===== config.mk =====
export PLATFORM = sky130hd
export DESIGN_NAME = host_mem_loader
export DESIGN_NICKNAME = d
export VERILOG_FILES = /design/src/rtl/loader_pkg.sv /design/src/rtl/sync_fifo.sv /design/src/rtl/host_mem_loader.sv
export SDC_FILE = /design/constraint.sdc
export NUM_CORES = 1
export LEC_CHECK = 0
export ABC_AREA = 1
export CORE_MARGIN = 5
export CORE_UTILIZATION = 56
export CTS_CLUSTER_SIZE = 28
export DETAILED_ROUTE_END_ITERATION = 10
export GPL_TIMING_DRIVEN = 0
export PLACE_DENSITY = 0.8
export SYNTH_ARGS = -nofsm -noshare
export SYNTH_HDL_FRONTEND = slang
export SYNTH_SLANG_ARGS = --single-unit

===== constraint.sdc =====
create_clock -name clk -period 4.2 [get_ports clk]
set_input_delay 0.63 -clock clk [delete_from_list [all_inputs] [get_ports clk]]
set_output_delay 0.63 -clock clk [all_outputs]
set_load 0.01 [all_outputs]

===== src/rtl/loader_pkg.sv =====
// loader_pkg
//   Shared definitions for the host backdoor memory loader.
//   - ld_state_e : loader FSM state encoding (IDLE / LOAD / DONE)
//   - LD_DATA_W  : default word width, matches the SRAM backdoor data bus
//   - LD_ADDR_W  : default backdoor word-address width
package loader_pkg;

    typedef enum logic [1:0] {
        LD_IDLE = 2'd0,
        LD_LOAD = 2'd1,
        LD_DONE = 2'd2
    } ld_state_e;

    localparam int LD_DATA_W = 32;
    localparam int LD_ADDR_W = 10;

endpackage


===== src/rtl/sync_fifo.sv =====
// sync_fifo
//   Single-clock FIFO with a combinational head read. Pointers carry one
//   extra bit so that full and empty can be told apart when the index
//   bits are equal.
//
//   Parameters: DATA_W (entry width), DEPTH (entries, power of two, >= 2)
//   Ports:
//     clk      in   clock, rising edge
//     rst_n    in   synchronous active-low reset (flushes pointers)
//     push_i   in   write wdata_i at the tail (ignored while full)
//     wdata_i  in   DATA_W tail data
//     pop_i    in   drop the head entry (ignored while empty)
//     rdata_o  out  DATA_W head entry, valid while !empty_o
//     full_o   out  no free entry
//     empty_o  out  no valid entry
module sync_fifo #(
    parameter int DATA_W = 32,
    parameter int DEPTH  = 4
) (
    input  logic              clk,
    input  logic              rst_n,
    input  logic              push_i,
    input  logic [DATA_W-1:0] wdata_i,
    input  logic              pop_i,
    output logic [DATA_W-1:0] rdata_o,
    output logic              full_o,
    output logic              empty_o
);

    localparam int PW = $clog2(DEPTH);

    logic [DATA_W-1:0] mem_q [DEPTH];
    logic [PW:0]       wptr_q, rptr_q;
    logic              do_push, do_pop;

    assign do_push = push_i && !full_o;
    assign do_pop  = pop_i && !empty_o;

    // Full: index bits match but the lap bit differs.
    assign empty_o = (wptr_q == rptr_q);
    assign full_o  = (wptr_q[PW] != rptr_q[PW]) &&
                     (wptr_q[PW-1:0] == rptr_q[PW-1:0]);
    assign rdata_o = mem_q[rptr_q[PW-1:0]];

    always_ff @(posedge clk) begin
        if (!rst_n) begin
            wptr_q <= '0;
            rptr_q <= '0;
        end else begin
            if (do_push) wptr_q <= wptr_q + 1'b1;
            if (do_pop)  rptr_q <= rptr_q + 1'b1;
        end
    end

    // Storage needs no reset; contents are only visible behind valid pointers.
    always_ff @(posedge clk) begin
        if (do_push) mem_q[wptr_q[PW-1:0]] <= wdata_i;
    end

endmodule


===== src/rtl/host_mem_loader.sv =====
// host_mem_loader
//   Accepts a load command (base word address, word count) and a stream
//   of data words, buffers the words in a small FIFO and replays them as
//   single-cycle backdoor SRAM writes. Writes are only issued while the
//   accelerator reports idle, so the scratchpad is never touched during
//   computation; the input side keeps filling the FIFO meanwhile.
//
//   Parameters: DATA_W (word width), ADDR_W (word address width),
//               FIFO_DEPTH (buffer entries, power of two, >= 2)
//   Ports:
//     clk, rst_n       clock / synchronous active-low reset
//     cmd_valid/ready  command handshake, ready only in IDLE
//     cmd_base         first target word address
//     cmd_len          word count, 0 .. 2^ADDR_W
//     s_valid/ready    data beat handshake
//     s_data           data beat
//     acc_idle         accelerator idle, gates SRAM writes
//     host_mem_we      registered write strobe, one cycle per word
//     host_mem_addr    registered write address
//     host_mem_wdata   registered write data
//     busy             high while a command is in progress (LOAD, DONE)
//     done             one-cycle completion pulse
module host_mem_loader
    import loader_pkg::*;
#(
    parameter int DATA_W     = LD_DATA_W,
    parameter int ADDR_W     = LD_ADDR_W,
    parameter int FIFO_DEPTH = 4
) (
    input  logic              clk,
    input  logic              rst_n,
    input  logic              cmd_valid,
    output logic              cmd_ready,
    input  logic [ADDR_W-1:0] cmd_base,
    input  logic [ADDR_W:0]   cmd_len,
    input  logic              s_valid,
    output logic              s_ready,
    input  logic [DATA_W-1:0] s_data,
    input  logic              acc_idle,
    output logic              host_mem_we,
    output logic [ADDR_W-1:0] host_mem_addr,
    output logic [DATA_W-1:0] host_mem_wdata,
    output logic              busy,
    output logic              done
);

    ld_state_e         state_q;
    logic              cmd_ready_q, busy_q, done_q;

    // Counters: next write address, beats still to accept, words still to write.
    logic [ADDR_W-1:0] addr_q, addr_d;
    logic [ADDR_W:0]   acc_left_q, acc_left_d;
    logic [ADDR_W:0]   wr_left_q, wr_left_d;

    logic              we_q;
    logic [ADDR_W-1:0] waddr_q;
    logic [DATA_W-1:0] wdata_q;

    logic              fifo_full, fifo_empty;
    logic [DATA_W-1:0] fifo_head;
    logic              in_load, cmd_hs, push, pop;

    assign in_load = (state_q == LD_LOAD);
    assign cmd_hs  = cmd_valid && cmd_ready_q;

    // Never push while full, even if a pop frees a slot this same cycle:
    // keeps s_ready independent of acc_idle.
    assign s_ready = in_load && !fifo_full && (acc_left_q != '0);
    assign push    = s_valid && s_ready;
    assign pop     = in_load && !fifo_empty && acc_idle;

    sync_fifo #(
        .DATA_W (DATA_W),
        .DEPTH  (FIFO_DEPTH)
    ) u_fifo (
        .clk     (clk),
        .rst_n   (rst_n),
        .push_i  (push),
        .wdata_i (s_data),
        .pop_i   (pop),
        .rdata_o (fifo_head),
        .full_o  (fifo_full),
        .empty_o (fifo_empty)
    );

    // Control FSM; handshake/status outputs are registered alongside the state.
    always_ff @(posedge clk) begin
        if (!rst_n) begin
            state_q     <= LD_IDLE;
            cmd_ready_q <= 1'b1;
            busy_q      <= 1'b0;
            done_q      <= 1'b0;
        end else begin
            done_q <= 1'b0;
            unique case (state_q)
                LD_IDLE: begin
                    if (cmd_hs) begin
                        cmd_ready_q <= 1'b0;
                        busy_q      <= 1'b1;
                        if (cmd_len == '0) begin
                            state_q <= LD_DONE;
                            done_q  <= 1'b1;
                        end else begin
                            state_q <= LD_LOAD;
                        end
                    end
                end
                LD_LOAD: begin
                    // wr_left hits zero on the edge that launches the last
                    // write, so this fires after that write cycle has ended.
                    if (wr_left_q == '0) begin
                        state_q <= LD_DONE;
                        done_q  <= 1'b1;
                    end
                end
                LD_DONE: begin
                    state_q     <= LD_IDLE;
                    cmd_ready_q <= 1'b1;
                    busy_q      <= 1'b0;
                end
                default: begin
                    state_q     <= LD_IDLE;
                    cmd_ready_q <= 1'b1;
                    busy_q      <= 1'b0;
                end
            endcase
        end
    end

    always_comb begin
        addr_d     = addr_q;
        acc_left_d = acc_left_q;
        wr_left_d  = wr_left_q;
        if (cmd_hs) begin
            addr_d     = cmd_base;
            acc_left_d = cmd_len;
            wr_left_d  = cmd_len;
        end else begin
            if (push) acc_left_d = acc_left_q - 1'b1;
            if (pop) begin
                addr_d    = addr_q + 1'b1;     // wraps modulo 2^ADDR_W
                wr_left_d = wr_left_q - 1'b1;
            end
        end
    end

    always_ff @(posedge clk) begin
        if (!rst_n) begin
            addr_q     <= '0;
            acc_left_q <= '0;
            wr_left_q  <= '0;
            we_q       <= 1'b0;
            waddr_q    <= '0;
            wdata_q    <= '0;
        end else begin
            addr_q     <= addr_d;
            acc_left_q <= acc_left_d;
            wr_left_q  <= wr_left_d;
            we_q       <= pop;
            if (pop) begin
                waddr_q <= addr_q;
                wdata_q <= fifo_head;
            end
        end
    end

    assign cmd_ready      = cmd_ready_q;
    assign busy           = busy_q;
    assign done           = done_q;
    assign host_mem_we    = we_q;
    assign host_mem_addr  = waddr_q;
    assign host_mem_wdata = wdata_q;

endmodule


==> summary.txt <==
Outcome
  – Status: completed

Placed design
  – RD Place Congestion: 0.924
  – Cells after DPL: 1,238
  – Half-perimeter wire length of the detailed placement result: 14.8 mm
  – Port bufs: 104
  – Post-DP Area: 10,300 µm²

Setup path
  – CP most frequent cell: sky130_fd_sc_hd__inv_1
  – Max incr delay on CP: 0.54 ns
  – Endpoint arrival time on the critical path: 2.07 ns
  – Kind of end point of the critical path: output port
  – Sequence of cells on the critical path: inv_1, ha_1, inv_1, nor2_1, nand3_1, inv_1, nor2_1, clkdlybuf4s50_1
  – Req. time, crit path: 3.57 ns
  – Critical path start-end classification: reg -> out
  – Category of the worst setup path launch point: flip-flop
  – Slowest CP cell: sky130_fd_sc_hd__clkdlybuf4s50_1
  – Crit path max fanout: 5

Synth
  – Number of instances in the synthesized netlist: 914
  – Post-synth net total: 981
  – Cell variety after synth: 32
  – Biggest area consumer among synthesized cells: sky130_fd_sc_hd__edfxtp_1
  – Post-synthesis sequential element count: 214
  – Number of synthesis warnings: 0
  – Register area share after synthesis: 63.0%
  – Yosys top cell area share: 43.5%
  – Ranking of synthesized cells by area: sky130_fd_sc_hd__edfxtp_1 (43%), sky130_fd_sc_hd__dfxtp_1 (19%), sky130_fd_sc_hd__nor2_1 (8.7%)
  – Mean Syn Cell Area: 9.67 µm²
  – Post-Synthesis Cell Area: 8840 µm²

Clocking
  – Number of post-CTS setup repair buffers: 0
  – CTS root buf: sky130_fd_sc_hd__clkbuf_16
  – Clock sink count: 214
  – Clock-pin slew of the registers on the worst-case setup and hold paths: 0.06 ns
  – Number of buffers created by CTS: 23
  – Number of H-tree levels: 1
  – Post-CTS Hold Buffers: 0
  – Clk_lat worst skew: 0.52 ns
  – Clock tree from TritonCTS: done
  – Number of gates resized after CTS: 0
  – Clock buffer depth: 3

Drt
  – Overall via count from detail_route: 7,215
  – Iter 0 DRT Violations: 704
  – Drt drc: 0
  – Initial DRT Pass Iterations: 5
  – Routed Antenna Nets: 0
  – DRT Wirelength: 23.4 mm
  – Via density: 5.64
  – Average wire length per cell after detail routing: 18.3 µm

Finish
  – Most common cell after layout, fill and taps aside: sky130_fd_sc_hd__nor2_1
  – Area added between synthesis and finish: 25.4%
  – Utilization after layout: 70.8%
  – Count of antenna diodes in the layout: 0
  – Post-layout nets: 1,114
  – Fraction of final layout cells sized beyond drive strength 1: 6.67%
  – Fillers: 1,121
  – Most frequent cells in the layout: sky130_fd_sc_hd__nor2_1 (201), sky130_fd_sc_hd__o21ai_0 (134), sky130_fd_sc_hd__edfxtp_1 (128)
  – Finished Cell Area: 11,100 µm²
  – Non-Filler Instances: 1,280

Pwr
  – LEAKAGE: 4.10 nW
  – Cell area power density: 486 nW/µm²
  – Maximum resistive drop on vdd: 0.000445 V
  – Post-route total power: 5.38 mW

STA
  – Final max-slew violation count: 0
  – Fin Setup TNS: 0 ns
  – Unrepaired setup endpoints after global routing: no
  – Number of endpoints with negative hold slack in the final report: 0
  – Post-route clock period utilization: 64.4%
  – Number of endpoints failing setup at the final stage: 0
  – Transition at the pin with the smallest max-transition slack: 0.642 ns
  – Clk_skew: 0.0159 ns
  – Post-route minimum period: 2.70 ns
  – Max-slew headroom at the worst pin: 57.2%
  – FMAX: 370 MHz

Floorplan
  – Effective utilization at floorplan: 56.4%
  – Total core area: 15,700 µm²
  – Die X: 136 µm
  – Standard-cell rows: 46
  – Die Area: 18,400 µm²
  – Chip height: 136 µm
  – Num ports: 105

Global routing
  – Vias in the first global route: 7,129
  – Overall fraction of global-route tracks in use: 25.5%
  – Number of antenna violations at the first check in global routing: 0
  – First-pass GRT wire length: 36.9 mm
  – Largest net degree at the start of global routing: 30
  – Sum of overflow across all layers after global routing: 0

Job
  – Max-capacitance violation count: 0

Min path
  – Hold WC Path Type: reg -> reg
stage by stage:
step | hold WS (ns) | setup WS (ns)
2_1_floorplan | 0.444 | 1.17
6_report | 0.469 | 1.50
3_3_place_gp | 0.450 | -0.192
4_1_cts | 0.468 | 1.48
5_1_grt | 0.507 | 1.36
3_5_place_dp | 0.459 | 1.59
final timing paths:
kind            startpoint                 end  slack (ns)  cells after the start
min              cmd_ready           cmd_ready        0.47                      2
max reg2reg  acc_left_q[0]  u_fifo.mem_q[3][3]        1.74                     10
min reg2reg      cmd_ready           cmd_ready        0.47                      2
max          acc_left_q[0]             s_ready        1.50                      8
routing by layer:
layer	wire length [µm]	up-vias	track usage (%)
met1	9060	3372	32.3
met5	0	-	0
met3	2100	61	4.87
met4	760	0	9.97
li1	-	3397	-
met2	11500	385	43.6
synth_stat cells, drive strengths merged:
| cell type | n |
|---|---|
| dfxtp | 86 |
| nand3 | 41 |
| o22ai | 32 |
| nand4 | 2 |
| a32o | 1 |
| o21a | 1 |
| buf | 20 |
| nand3b | 1 |
| a21oi | 36 |
| edfxtp | 128 |
| o21ai | 140 |
| nor3 | 6 |
| inv | 53 |
| xnor2 | 5 |
| xor2 | 12 |
| o21bai | 2 |
| ha | 9 |
| or2 | 2 |
| nor4 | 2 |
| nand2 | 99 |
| a21boi | 2 |
| nor2 | 205 |
| clkbuf | 29 |
sequential cells by signal, summed over array words and instances, names as in the netlist, 2 cells and up:
register        count
u_fifo.wptr_q       3
host_mem_addr      10
u_fifo.rptr_q       3
acc_left_q         11
wr_left_q          11
addr_q             10
state_q             2
u_fifo.mem_q      128
host_mem_wdata     32
power by group:
group,internal [mW],leakage [nW],switching [mW]
clock,1.33,0.404,0.835
sequential,2.33,1.85,0.0717
combinational,0.320,1.84,0.490
total,3.98,4.10,1.40
critical path: cells and delay by family, from the launching register on:
kind                     cells  cell delay [ns]
adder cells (fa/ha/maj)      1             0.26
buffers and inverters        4             0.74
flip-flops                   1             0.36
AND/OR/NAND/NOR              3             0.21
kinds of logic (layout without fill, tap and decap cells):
family,count (synthesis),after routing,share of synthesized area [%]
buf+inv,102,252,5.04
compound gates,214,214,12.8
fa+ha+maj,9,9,1.27
flops,214,214,63.0
xor+xnor,17,17,1.68
simple gates,358,358,16.3
cell type report:
cell class,count,area [µm²],share of cell area [%]
Sequential cell,214,5570,50.2
Multi-Input combinational cell,598,2860,25.8
Timing Repair Buffer,108,1130,10.2
Clock buffer,25,593,5.35
Tap cell,216,270,2.44
Buffer,49,241,2.18
Clock inverter,17,219,1.98
Inverter,53,204,1.84
No activity file was read; power rests on OpenSTA's default activity.
